[config.mk]
export PLATFORM = sky130hd
export DESIGN_NAME = mmio_responder
export DESIGN_NICKNAME = d
export VERILOG_FILES = /design/src/rtl/mmio_responder.sv
export SDC_FILE = /design/constraint.sdc
export NUM_CORES = 1
export LEC_CHECK = 0
export ABC_AREA = 1
export ABC_CLOCK_PERIOD_IN_PS = 4850
export CAP_MARGIN = 20
export CELL_PAD_IN_SITES_DETAIL_PLACEMENT = 1
export CELL_PAD_IN_SITES_GLOBAL_PLACEMENT = 1
export CORE_MARGIN = 2
export CORE_UTILIZATION = 30
export CTS_CLUSTER_DIAMETER = 120
export CTS_CLUSTER_SIZE = 16
export DETAILED_ROUTE_END_ITERATION = 8
export PLACE_DENSITY = 0.69
export SLEW_MARGIN = 20
export SYNTH_ARGS = -nofsm -noshare
export SYNTH_HDL_FRONTEND = slang
export SYNTH_SLANG_ARGS = --single-unit
[constraint.sdc]
create_clock -name Clk -period 4.85 [get_ports Clk]
set_input_delay 0.97 -clock Clk [delete_from_list [all_inputs] [get_ports Clk]]
set_output_delay 0.97 -clock Clk [all_outputs]
set_load 0.05 [all_outputs]
[src/rtl/mmio_responder.sv]
// mmio_responder
//    Memory-mapped responder on the MIPS data-memory port. Decodes a
//    256-byte window at BASE_ADDR and serves five word registers:
//       0x00 DATA    store pushes a byte into the output FIFO, load returns 0
//       0x04 STATUS  {expired, ovf, full, empty, count}; store is W1C
//       0x08 RELOAD  timer reload value; a store also loads the counter
//       0x0C COUNT   current timer count (read-only)
//       0x10 CTRL    {irq_en, timer_en}
//    Any other in-window offset reads as 0 and ignores stores.
//
// Ports
//    Clk, reset            clock, synchronous active-high reset
//    req, Address, wr,     CPU access strobe, byte address, store flag and
//    WriteData             store data (all valid in the req cycle)
//    ReadData, ReadValid   registered load response, one cycle after req
//    out_data, out_valid,  FIFO head byte and valid; the consumer pops it
//    out_ready             by holding out_ready while out_valid is high
//    irq                   irq_en & expired
module mmio_responder #(
   parameter logic [31:0] BASE_ADDR  = 32'hFFFF_FF00,
   parameter int unsigned FIFO_DEPTH = 4
) (
   input  logic        Clk,
   input  logic        reset,
   input  logic        req,
   input  logic [31:0] Address,
   input  logic        wr,
   input  logic [31:0] WriteData,
   output logic [31:0] ReadData,
   output logic        ReadValid,
   output logic [7:0]  out_data,
   output logic        out_valid,
   input  logic        out_ready,
   output logic        irq
);

   localparam int AW = $clog2(FIFO_DEPTH);
   localparam int CW = AW + 1;

   // word offsets (Address[7:2])
   localparam logic [5:0] OFF_DATA   = 6'h00;
   localparam logic [5:0] OFF_STATUS = 6'h01;
   localparam logic [5:0] OFF_RELOAD = 6'h02;
   localparam logic [5:0] OFF_COUNT  = 6'h03;
   localparam logic [5:0] OFF_CTRL   = 6'h04;

   // ---------------------------------------------------------------
   // State
   // ---------------------------------------------------------------
   logic [7:0]    mem_q [FIFO_DEPTH];
   logic [AW-1:0] rd_ptr_q, rd_ptr_d;
   logic [AW-1:0] wr_ptr_q, wr_ptr_d;
   logic [CW-1:0] fcnt_q, fcnt_d;
   logic          ovf_q, ovf_d;

   logic [31:0]   reload_q, reload_d;
   logic [31:0]   tcnt_q, tcnt_d;
   logic          expired_q, expired_d;
   logic          timer_en_q, timer_en_d;
   logic          irq_en_q, irq_en_d;

   logic [31:0]   rdata_q, rdata_d;
   logic          rvalid_q, rvalid_d;

   // ---------------------------------------------------------------
   // Decode
   // ---------------------------------------------------------------
   logic       hit, wr_hit, rd_hit;
   logic [5:0] word;
   logic       unused_addr;

   assign hit         = req && (Address[31:8] == BASE_ADDR[31:8]);
   assign wr_hit      = hit && wr;
   assign rd_hit      = hit && !wr;
   assign word        = Address[7:2];
   assign unused_addr = ^Address[1:0];

   logic data_wr, status_wr, reload_wr, ctrl_wr;

   assign data_wr   = wr_hit && (word == OFF_DATA);
   assign status_wr = wr_hit && (word == OFF_STATUS);
   assign reload_wr = wr_hit && (word == OFF_RELOAD);
   assign ctrl_wr   = wr_hit && (word == OFF_CTRL);

   // ---------------------------------------------------------------
   // FIFO control
   // ---------------------------------------------------------------
   logic full, empty, pop, push, ovf_set;

   assign full  = (fcnt_q == CW'(FIFO_DEPTH));
   assign empty = (fcnt_q == '0);
   assign pop   = !empty && out_ready;
   // a pop in the same cycle frees a slot, so a full FIFO still accepts
   assign push    = data_wr && (!full || pop);
   assign ovf_set = data_wr && full && !pop;

   always_comb begin
      wr_ptr_d = push ? wr_ptr_q + AW'(1) : wr_ptr_q;
      rd_ptr_d = pop  ? rd_ptr_q + AW'(1) : rd_ptr_q;
      fcnt_d   = fcnt_q;
      case ({push, pop})
         2'b10:   fcnt_d = fcnt_q + CW'(1);
         2'b01:   fcnt_d = fcnt_q - CW'(1);
         default: fcnt_d = fcnt_q;
      endcase
      // hardware set takes priority over the W1C clear
      ovf_d = ovf_set || (ovf_q && !(status_wr && WriteData[5]));
   end

   // ---------------------------------------------------------------
   // Timer
   // ---------------------------------------------------------------
   logic tick_en, expire;

   assign tick_en = timer_en_q && (tcnt_q != '0);
   assign expire  = tick_en && (tcnt_q == 32'd1);

   always_comb begin
      reload_d = reload_q;
      tcnt_d   = tcnt_q;
      if (reload_wr) begin
         // a software reload overrides a coinciding expiry
         reload_d = WriteData;
         tcnt_d   = WriteData;
      end else if (expire) begin
         tcnt_d = reload_q;   // reload 0 leaves the timer parked at 0
      end else if (tick_en) begin
         tcnt_d = tcnt_q - 32'd1;
      end
      expired_d  = (expire && !reload_wr) ||
                   (expired_q && !(status_wr && WriteData[6]));
      timer_en_d = ctrl_wr ? WriteData[0] : timer_en_q;
      irq_en_d   = ctrl_wr ? WriteData[1] : irq_en_q;
   end

   // ---------------------------------------------------------------
   // Read mux: registers as they stand before this cycle's updates
   // ---------------------------------------------------------------
   logic [31:0] status_w;

   assign status_w = 32'({expired_q, ovf_q, full, empty, fcnt_q});

   always_comb begin
      rdata_d  = '0;
      rvalid_d = rd_hit;
      if (rd_hit) begin
         case (word)
            OFF_STATUS: rdata_d = status_w;
            OFF_RELOAD: rdata_d = reload_q;
            OFF_COUNT:  rdata_d = tcnt_q;
            OFF_CTRL:   rdata_d = {30'b0, irq_en_q, timer_en_q};
            default:    rdata_d = '0;
         endcase
      end
   end

   // ---------------------------------------------------------------
   // Sequential
   // ---------------------------------------------------------------
   always_ff @(posedge Clk) begin
      if (reset) begin
         for (int i = 0; i < FIFO_DEPTH; i++) mem_q[i] <= '0;
         rd_ptr_q   <= '0;
         wr_ptr_q   <= '0;
         fcnt_q     <= '0;
         ovf_q      <= 1'b0;
         reload_q   <= '0;
         tcnt_q     <= '0;
         expired_q  <= 1'b0;
         timer_en_q <= 1'b0;
         irq_en_q   <= 1'b0;
         rdata_q    <= '0;
         rvalid_q   <= 1'b0;
      end else begin
         if (push) mem_q[wr_ptr_q] <= WriteData[7:0];
         rd_ptr_q   <= rd_ptr_d;
         wr_ptr_q   <= wr_ptr_d;
         fcnt_q     <= fcnt_d;
         ovf_q      <= ovf_d;
         reload_q   <= reload_d;
         tcnt_q     <= tcnt_d;
         expired_q  <= expired_d;
         timer_en_q <= timer_en_d;
         irq_en_q   <= irq_en_d;
         rdata_q    <= rdata_d;
         rvalid_q   <= rvalid_d;
      end
   end

   assign ReadData  = rdata_q;
   assign ReadValid = rvalid_q;
   assign out_data  = mem_q[rd_ptr_q];
   assign out_valid = !empty;
   assign irq       = irq_en_q && expired_q;

endmodule

==> flow_metrics.py, run 1 <==
metrics = {
    "critical_path": {
        "critical_path_buf_inv_count": 2,
        "slowest_delay_ns": 0.71,
        "cp.required_ns": 3.88,
        "worst_setup_path_end_kind": "primary output",
        "crit_fanout": 17,
        "worstSetupPathType": "flip-flop to primary output",
        "critPathTopFamily": "buffers and inverters",
        "crit_arrival_ns": 2.64,
        "crit_path_start_kind": "flip-flop",
        "critical_path.slowest_cell": "clkdlybuf4s50_1",
        "crit_chain": "inv_1, o21ai_0, o22ai_1, clkdlybuf4s50_1",
    },
    "logic_synthesis": {
        "yosys.area.top_type_share_pct": 29.6,
        "avgSynthCellArea_um2": 6.93,
        "yosysWarnings": 0,
        "syn_area_um2": 7450,
        "yosysUniqueCellTypes": 39,
        "synth-seq-area-share_pct": 42.5,
        "dominantRegCellSynth": "dfxtp_1",
        "syn_inst": 1075,
        "async_reset_ff_share_pct": 0,
        "ys_seq_elements": 142,
        "synth-edff-count": 32,
        "yosysTopAreaCell": "dfxtp_1",
        "synth_area_leaders": "dfxtp_1, edfxtp_1, nor2_1",
        "syn_nets": 1149,
    },
    "placed_design": {
        "place_ws_ns": 0.822,
        "dpl.hpwl_um": 17500,
        "gp_congestion": 0.829,
        "place.port_buffers": 109,
        "dpl.cell_count": 1480,
    },
    "routing": {
        "ant_nets": 0,
        "drt_pass1_iterations": 4,
        "met2_length_um": 12100,
        "vias_per_cell": 4.76,
        "wirelength_um": 23700,
        "top_layer_used": "met4",
        "drtIter0Drc": 358,
        "vias": 7193,
        "route.met3.wl_um": 715,
        "wl_per_cell_um": 15.7,
        "met1Wirelength_um": 10500,
        "drc": 0,
    },
    "floorplan": {
        "die_y_um": 162,
        "io_pins": 112,
        "rows": 57,
        "die_width_um": 162,
        "die_area_um2": 26100,
        "initial_core_util_pct": 30.6,
        "core_area_um2": 24300,
    },
    "timing": {
        "min_period_ns": 3.61,
        "worstMarginPinSlew_ns": 0.907,
        "final_hold_viol_count": 0,
        "rsz0062_at_grt": "no",
        "setup_tns_ns": 0,
        "fin_skew_ns": 0.0108,
        "timing.slew.headroom_pct": 39.5,
        "fin_crit_sh_pct": 74.3,
        "finalWorstSetupSlack_ns": 1.24,
        "fmax_ghz": 0.277,
        "drv_slew": 0,
        "finalSetupViolCount": 0,
    },
    "layout": {
        "syn_to_final_growth_pct": 26.9,
        "final_cells": 1512,
        "drive_above_1_share_pct": 6.31,
        "fin_nets": 1249,
        "fillers": 3026,
        "diodes": 0,
    },
    "clock_tree": {
        "numCtsBuffers": 17,
        "holdBufCountCts": 0,
        "cts_setup_buffers": 0,
        "cts.sinks": 142,
        "clk_latency_ns": 0.43,
        "cts.path.max_buffers": 2,
        "cts_tree": "done",
        "cts_root_buffer": "clkbuf_16",
        "clk_pin_slew_worst_paths_ns": 0.07,
        "htreeDepth": 4,
        "cts_resized": 0,
    },
    "hold_path": {
        "worst_hold_path_type": "flip-flop to flip-flop",
    },
    "grt": {
        "first_global_vias": 7455,
        "grt_usage_pct": 18.7,
        "antenna_found_initial": 0,
        "grt_pass1_wl_um": 38800,
        "grt.overflow.total": 0,
        "grt_max_degree": 44,
    },
    "pwr": {
        "ir_worst_vdd_mv": 0.199,
        "power_density_nw_per_um2": 285,
        "p_leak_uw": 0.00417,
    },
    "status": {
        "status": "completed",
    },
    "run": {
        "maxCapViolations": 0,
    },
}
[synth_stat cells, drive strengths merged, types with 5 or more instances]
cell type / n
edfxtp: 32
buf: 16
o21ai: 65
nor2: 246
o22ai: 9
a21oi: 41
nand3: 79
dfxtp: 110
nor3: 22
xnor2: 10
xor2: 10
nand4: 13
a22oi: 26
clkbuf: 23
a31oi: 5
nand2: 215
inv: 138
[logic make-up (layout without fill, tap and decap cells)]
kind of cell | count (synthesis) | count (layout) | synth area share, %
simple gates | 579 | 579 | 33.1
buf+inv | 181 | 294 | 9.69
compound gates | 148 | 148 | 11.4
flops | 142 | 142 | 42.5
xor+xnor | 20 | 20 | 2.35
fa+ha+maj | 5 | 5 | 0.940
[worst paths after layout]
| kind | to | cells past startpoint | startpoint | slack, ns |
|---|---|---|---|---|
| hold / removal | rd_ptr_q[1] | 2 | rd_ptr_q[1] | 0.47 |
| setup / recovery | out_data[0] | 4 | flip-flop | 1.24 |
| hold reg to reg | rd_ptr_q[1] | 2 | rd_ptr_q[1] | 0.47 |
| setup reg to reg | tcnt_q[14] | 12 | tcnt_q[0] | 2.49 |
[layout make-up]
cell class / instances / area (um2) / share of cell area, %
Clock inverter: 14 / 161 / 1.71
Clock buffer: 18 / 450 / 4.76
Sequential cell: 142 / 3160 / 33.5
Inverter: 142 / 534 / 5.65
Tap cell: 324 / 405 / 4.29
Multi-Input combinational cell: 752 / 3570 / 37.7
Timing Repair Buffer: 120 / 1170 / 12.4
[worst register-to-register path, stage by stage, from the launching register on]
cell	delay, ns
dfxtp_1	0.39
inv_1	0.14
ha_1	0.23
nand2_1	0.06
nor2_1	0.06
nand2_4	0.08
o21ai_4	0.09
nand2_4	0.40
clkinv_2	0.41
nor2_1	0.22
nand3_1	0.09
nand2_1	0.07
inv_1	0.03
[layer usage]
metal	global-route usage, %	vias up
met5	0	-
met4	5.36	0
met3	2.88	24
met2	33.7	106
met1	23.1	3415
li1	-	3648
[registers in the layout, indices dropped and copies added (netlist names), 2 cells and up, named ones only]
| signal | cells |
|---|---|
| ReadData | 32 |
| tcnt_q | 32 |
| fcnt_q | 3 |
| reload_q | 32 |
| wr_ptr_q | 2 |
| rd_ptr_q | 2 |
| mem_q | 32 |
[metrics by stage]
step / total power [uW] / hold slack (ns) / instance area (um2) / util [%]
global route: 2780 / 0.498 / 9450 / 38.9
CTS: 2730 / 0.471 / 9450 / 38.9
finish: 2690 / 0.468 / 9450 / 38.9
global placement: 1360 / 0.453 / 8840 / 36.4
detailed placement: 1360 / 0.458 / 8840 / 36.4
floorplan: 1280 / 0.436 / 7450 / -
[power by group]
part	switching, uW	internal [uW]
logic	59.7	60.2
clock network	590	768
registers	2.17	1210
[layout by cell type (no fill, tap or decap), drive strengths merged]
master,count
nand2,215
edfxtp,32
o21ai,65
xor2,10
dfxtp,110
clkinv,5
nor2,246
xnor2,10
ha,4
fa,1
nor3,22
clkdlybuf4s50,109
a31oi,5
or2,2
clkinvlp,2
a22oi,26
nand4,13
nand3b,2
buf,11
a221oi,1
bufinv,1
a211oi,1
a21oi,41
nand3,79
clkbuf,18
inv,148
o22ai,9
Note: power is estimated with default switching activity, not from simulation.
==> run 2, diff against run 1 <==
--- a/config.mk
+++ b/config.mk
@@ -6,7 +6,7 @@
 export NUM_CORES = 1
 export LEC_CHECK = 0
 export ABC_AREA = 1
-export ABC_CLOCK_PERIOD_IN_PS = 4850
+export ABC_CLOCK_PERIOD_IN_PS = 3050
 export CAP_MARGIN = 20
 export CELL_PAD_IN_SITES_DETAIL_PLACEMENT = 1
 export CELL_PAD_IN_SITES_GLOBAL_PLACEMENT = 1
@@ -15,7 +15,7 @@
 export CTS_CLUSTER_DIAMETER = 120
 export CTS_CLUSTER_SIZE = 16
 export DETAILED_ROUTE_END_ITERATION = 8
-export PLACE_DENSITY = 0.69
+export PLACE_DENSITY = 0.72
 export SLEW_MARGIN = 20
 export SYNTH_ARGS = -nofsm -noshare
 export SYNTH_HDL_FRONTEND = slang
==> constraint.sdc (replaced) <==
create_clock -name Clk -period 3.05 [get_ports Clk]
set_input_delay 0.61 -clock Clk [delete_from_list [all_inputs] [get_ports Clk]]
set_output_delay 0.61 -clock Clk [all_outputs]
set_load 0.05 [all_outputs]
==> flow_metrics.py, run 2 (synthesis results as in run 1) <==
metrics = {
    "status": {
        "status": "completed",
    },
    "routing": {
        "drc": 0,
        "drtIter0Drc": 371,
        "drt_pass1_iterations": 4,
        "ant_nets": 0,
        "vias": 7291,
        "wirelength_um": 24200,
        "wl_per_cell_um": 15.9,
        "vias_per_cell": 4.79,
    },
    "clock_tree": {
        "cts_resized": 0,
        "clk_pin_slew_worst_paths_ns": 0.07,
        "cts.path.max_buffers": 2,
        "cts_setup_buffers": 0,
        "holdBufCountCts": 0,
        "numCtsBuffers": 17,
        "cts_root_buffer": "clkbuf_16",
        "cts.sinks": 142,
        "htreeDepth": 4,
        "clk_latency_ns": 0.44,
        "cts_tree": "done",
    },
    "critical_path": {
        "slowest_delay_ns": 0.83,
        "critPathTopFamily": "buffers and inverters",
        "cp.required_ns": 2.44,
        "reg2reg_from": "fcnt_q[2]",
        "cp-endpoint": "out_data[3]",
        "critical_path_buf_inv_count": 2,
        "worstRegToRegCells": 13,
        "rrSetupSlack_ns": 0.75,
        "crit_arrival_ns": 2.28,
        "worst_setup_path_end_kind": "primary output",
        "r2r_end": "fcnt_q[2]",
        "critical_path_depth": 4,
        "crit_path_start_kind": "flip-flop",
        "crit_chain": "inv_1, o21ai_0, o22ai_1, clkdlybuf4s50_1",
        "worstSetupPathType": "flip-flop to primary output",
        "critical_path.slowest_cell": "clkdlybuf4s50_1",
        "crit_fanout": 16,
    },
    "timing": {
        "setup_tns_ns": 0,
        "drv_slew": 0,
        "fmax_ghz": 0.347,
        "min_period_ns": 2.89,
        "finalSetupViolCount": 0,
        "rsz0062_at_grt": "no",
        "fin_skew_ns": 0.0125,
        "finalWorstSetupSlack_ns": 0.165,
        "fin_crit_sh_pct": 94.6,
        "worstMarginPinSlew_ns": 0.559,
        "final_hold_viol_count": 0,
        "timing.slew.headroom_pct": 62.7,
    },
    "pwr": {
        "finalPower_uw": 4130,
        "ir_worst_vdd_mv": 0.332,
        "power_density_nw_per_um2": 435,
        "p_leak_uw": 0.00422,
    },
    "layout": {
        "final_cell_mix": "nor2_1, nand2_1, inv_1, dfxtp_1, clkdlybuf4s50_1",
        "post-route-util_pct": 39.0,
        "regArea_um2": 3160,
        "drive_above_1_share_pct": 7.10,
        "diodes": 0,
        "fin_nets": 1259,
        "multiInputGateArea_um2": 3570,
        "syn_to_final_growth_pct": 27.4,
        "layout_commonest_cell": "nor2_1",
        "finalInstanceArea_um2": 9490,
        "fillers": 3057,
    },
    "placed_design": {
        "dpl.hpwl_um": 17700,
        "place_area_um2": 8930,
        "gp_congestion": 0.881,
        "place.port_buffers": 109,
        "place_ws_ns": 0.0736,
    },
    "floorplan": {
        "die_area_um2": 26100,
        "die_y_um": 162,
        "die_width_um": 162,
        "initial_core_util_pct": 30.6,
        "io_pins": 112,
        "rows": 57,
        "core_area_um2": 24300,
    },
    "run": {
        "maxCapViolations": 0,
    },
    "grt": {
        "grt_usage_pct": 19.1,
        "grt_max_degree": 43,
        "grt.overflow.total": 0,
        "first_global_vias": 7610,
        "antenna_found_initial": 0,
        "grt_pass1_wl_um": 39500,
    },
    "hold_path": {
        "whs_path_depth": 2,
        "worst_hold_path_type": "flip-flop to flip-flop",
    },
}
-- run 2: cell types whose count changed in the layout (fill, tap and decap cells not counted), sizes merged --
cell	previous run	this run
clkinvlp	2	1
buf	11	21
clkinv	5	7
clkdlybuf4s50	109	108
bufinv	1	0
dlymetal6s2s	0	1
-- run 2: through the flow --
step | hold WS (ns) | cells
5_1_grt | 0.481 | 1522
3_3_place_gp | 0.452 | 1490
4_1_cts | 0.474 | 1522
2_1_floorplan | 0.436 | 1075
6_report | 0.474 | 1522
3_5_place_dp | 0.462 | 1490
-- run 2: worst min path at each step --
stage	start	endpoint	slack (ns)
after floorplan	rd_ptr_q[1]	flip-flop	0.44
after global placement	rd_ptr_q[1]	rd_ptr_q[1]	0.45
after detailed placement	rd_ptr_q[1]	rd_ptr_q[1]	0.46
after CTS	reload_q[0]	reload_q[0]	0.47
after global routing	reload_q[0]	reload_q[0]	0.48
final	reload_q[0]	reload_q[0]	0.47
-- run 2: layer usage --
| layer | GRT usage (%) | vias up | wire length, um |
|---|---|---|---|
| met5 | 0 | - | 0 |
| met4 | 4.95 | 0 | 322 |
| met3 | 3.24 | 27 | 711 |
| met2 | 34.7 | 100 | 12400 |
| met1 | 23.4 | 3508 | 10800 |
| li1 | - | 3656 | - |
-- run 2: power by group --
part | internal, uW | switching (uW)
registers | 1930 | 3.49
clock network | 1090 | 913
logic | 96.0 | 95.2
-- run 2: cell type report --
type	count	area share (%)
Clock buffer	18	4.63
Clock inverter	14	1.28
Inverter	142	5.63
Multi-Input combinational cell	752	37.6
Sequential cell	142	33.3
Tap cell	324	4.27
Timing Repair Buffer	130	13.3
-- run 2: worst min-delay path: stages (launching register included) --
cell and delay [ns]:
dfxtp_1 0.31, nand2_1 0.06, a21oi_1 0.06
==> run 3, diff against run 2 <==
--- a/config.mk
+++ b/config.mk
@@ -15,7 +15,7 @@
 export CTS_CLUSTER_DIAMETER = 120
 export CTS_CLUSTER_SIZE = 16
 export DETAILED_ROUTE_END_ITERATION = 8
-export PLACE_DENSITY = 0.72
+export PLACE_DENSITY = 0.68
 export SLEW_MARGIN = 20
 export SYNTH_ARGS = -nofsm -noshare
 export SYNTH_HDL_FRONTEND = slang
==> constraint.sdc (replaced) <==
create_clock -name Clk -period 3.05 [get_ports Clk]
set_input_delay 0.61 -clock Clk [delete_from_list [all_inputs] [get_ports Clk]]
set_output_delay 0.61 -clock Clk [all_outputs]
set_load 0.005 [all_outputs]
==> flow_metrics.py, run 3 (synthesis results as in run 1) <==
metrics = {
    "pwr": {
        "p_leak_uw": 0.00422,
        "ir_worst_vdd_mv": 0.310,
        "power_density_nw_per_um2": 441,
        "finalPower_uw": 4200,
    },
    "timing": {
        "final_hold_viol_count": 0,
        "min_period_ns": 2.56,
        "fmax_ghz": 0.391,
        "setup_tns_ns": 0,
        "worstMarginPinSlew_ns": 0.536,
        "finalWorstSetupSlack_ns": 0.495,
        "fin_skew_ns": 0.00925,
        "drv_slew": 0,
        "finalSetupViolCount": 0,
        "timing.slew.headroom_pct": 64.3,
        "fin_crit_sh_pct": 83.8,
        "rsz0062_at_grt": "no",
    },
    "clock_tree": {
        "cts_resized": 0,
        "cts_setup_buffers": 0,
        "clk_latency_ns": 0.43,
        "cts.path.max_buffers": 2,
        "htreeDepth": 4,
        "numCtsBuffers": 17,
        "cts_root_buffer": "clkbuf_16",
        "holdBufCountCts": 0,
        "clk_pin_slew_worst_paths_ns": 0.07,
        "cts_tree": "done",
        "cts.sinks": 142,
    },
    "layout": {
        "diodes": 0,
        "syn_to_final_growth_pct": 27.8,
        "drive_above_1_share_pct": 7.17,
        "final_cells": 1523,
        "finalInstanceArea_um2": 9520,
        "final_cell_mix": "nor2_1, nand2_1, inv_1, dfxtp_1, clkdlybuf4s50_1",
        "fin_nets": 1260,
        "layout_commonest_cell": "nor2_1",
    },
    "critical_path": {
        "crit_arrival_ns": 1.95,
        "worstRegToRegCells": 10,
        "crit_fanout": 16,
        "crit_path_start_kind": "flip-flop",
        "rrSetupSlack_ns": 0.68,
        "worst_setup_path_end_kind": "primary output",
        "worstSetupPathType": "flip-flop to primary output",
        "cp.required_ns": 2.44,
    },
    "placed_design": {
        "dpl.cell_count": 1491,
        "dpl.hpwl_um": 17700,
        "gp_congestion": 0.868,
        "place_ws_ns": 0.0706,
        "place.port_buffers": 109,
        "place_area_um2": 8940,
    },
    "routing": {
        "vias_per_cell": 4.68,
        "wirelength_um": 23600,
        "ant_nets": 0,
        "drt_pass1_iterations": 4,
        "drtIter0Drc": 312,
        "vias": 7128,
        "wl_per_cell_um": 15.5,
        "drc": 0,
    },
    "floorplan": {
        "rows": 57,
        "io_pins": 112,
        "die_y_um": 162,
        "initial_core_util_pct": 30.6,
        "core_area_um2": 24300,
        "die_width_um": 162,
        "die_area_um2": 26100,
    },
    "status": {
        "status": "completed",
    },
    "grt": {
        "first_global_vias": 7491,
        "grt_usage_pct": 19.0,
        "antenna_found_initial": 0,
        "grt_max_degree": 43,
        "grt_pass1_wl_um": 39300,
        "grt.overflow.total": 0,
    },
    "run": {
        "maxCapViolations": 0,
    },
    "hold_path": {
        "whs_path_depth": 2,
        "worst_hold_path_type": "flip-flop to flip-flop",
    },
}
## run 3: cell count changes in the layout (fill, tap and decap cells not counted)
| cell | delta |
|---|---|
| buf_4 | +1 |
| bufinv_16 | +1 |
| clkdlybuf4s50_1 | +1 |
| clkinv_2 | -1 |
| clkinv_4 | +1 |
| clkinvlp_4 | +1 |
| dlymetal6s2s_1 | -1 |
| inv_6 | -2 |
## run 3: final cells by class
cell class | count | area, um2
Timing Repair Buffer | 131 | 1270
Sequential cell | 142 | 3160
Multi-Input combinational cell | 752 | 3570
Tap cell | 324 | 405
Inverter | 142 | 534
Clock inverter | 14 | 145
Fill cell | 3052 | 14800
Clock buffer | 18 | 439
## run 3: final timing paths
| kind | startpoint | endpoint |
|---|---|---|
| max | flip-flop | out_data[0] |
| min | reload_q[0] | reload_q[0] |
| max reg2reg | tcnt_q[26] | tcnt_q[29] |
| min reg2reg | reload_q[0] | reload_q[0] |
## run 3: per-layer routing
metal / vias to the layer above / global-route usage (%) / part of all wire (%)
met1: 3368 / 23.8 / 46
met4: 0 / 4.75 / 0.93
met3: 16 / 2.75 / 2.1
li1: 3666 / - / -
met2: 78 / 34.2 / 51
met5: - / 0 / 0
## run 3: where the power goes
part | switching [uW] | internal (uW) | total (uW)
Clock | 918 | 1170 | 2090
Combinational | 78.9 | 96.0 | 175
Sequential | 3.64 | 1930 | 1930
## run 3: per-stage QoR
step / hold slack [ns] / util [%]
6_report: 0.480 / 39.2
5_1_grt: 0.509 / 39.2
4_1_cts: 0.483 / 39.2
3_5_place_dp: 0.466 / 36.7
3_3_place_gp: 0.453 / 36.7
2_1_floorplan: 0.436 / -
## run 3: critical path, cell delays in order, from the launching register on
cell and delay [ns]:
dfxtp_1 0.34, inv_1 0.33, o21ai_0 0.19, o22ai_1 0.13, clkdlybuf4s50_1 0.52
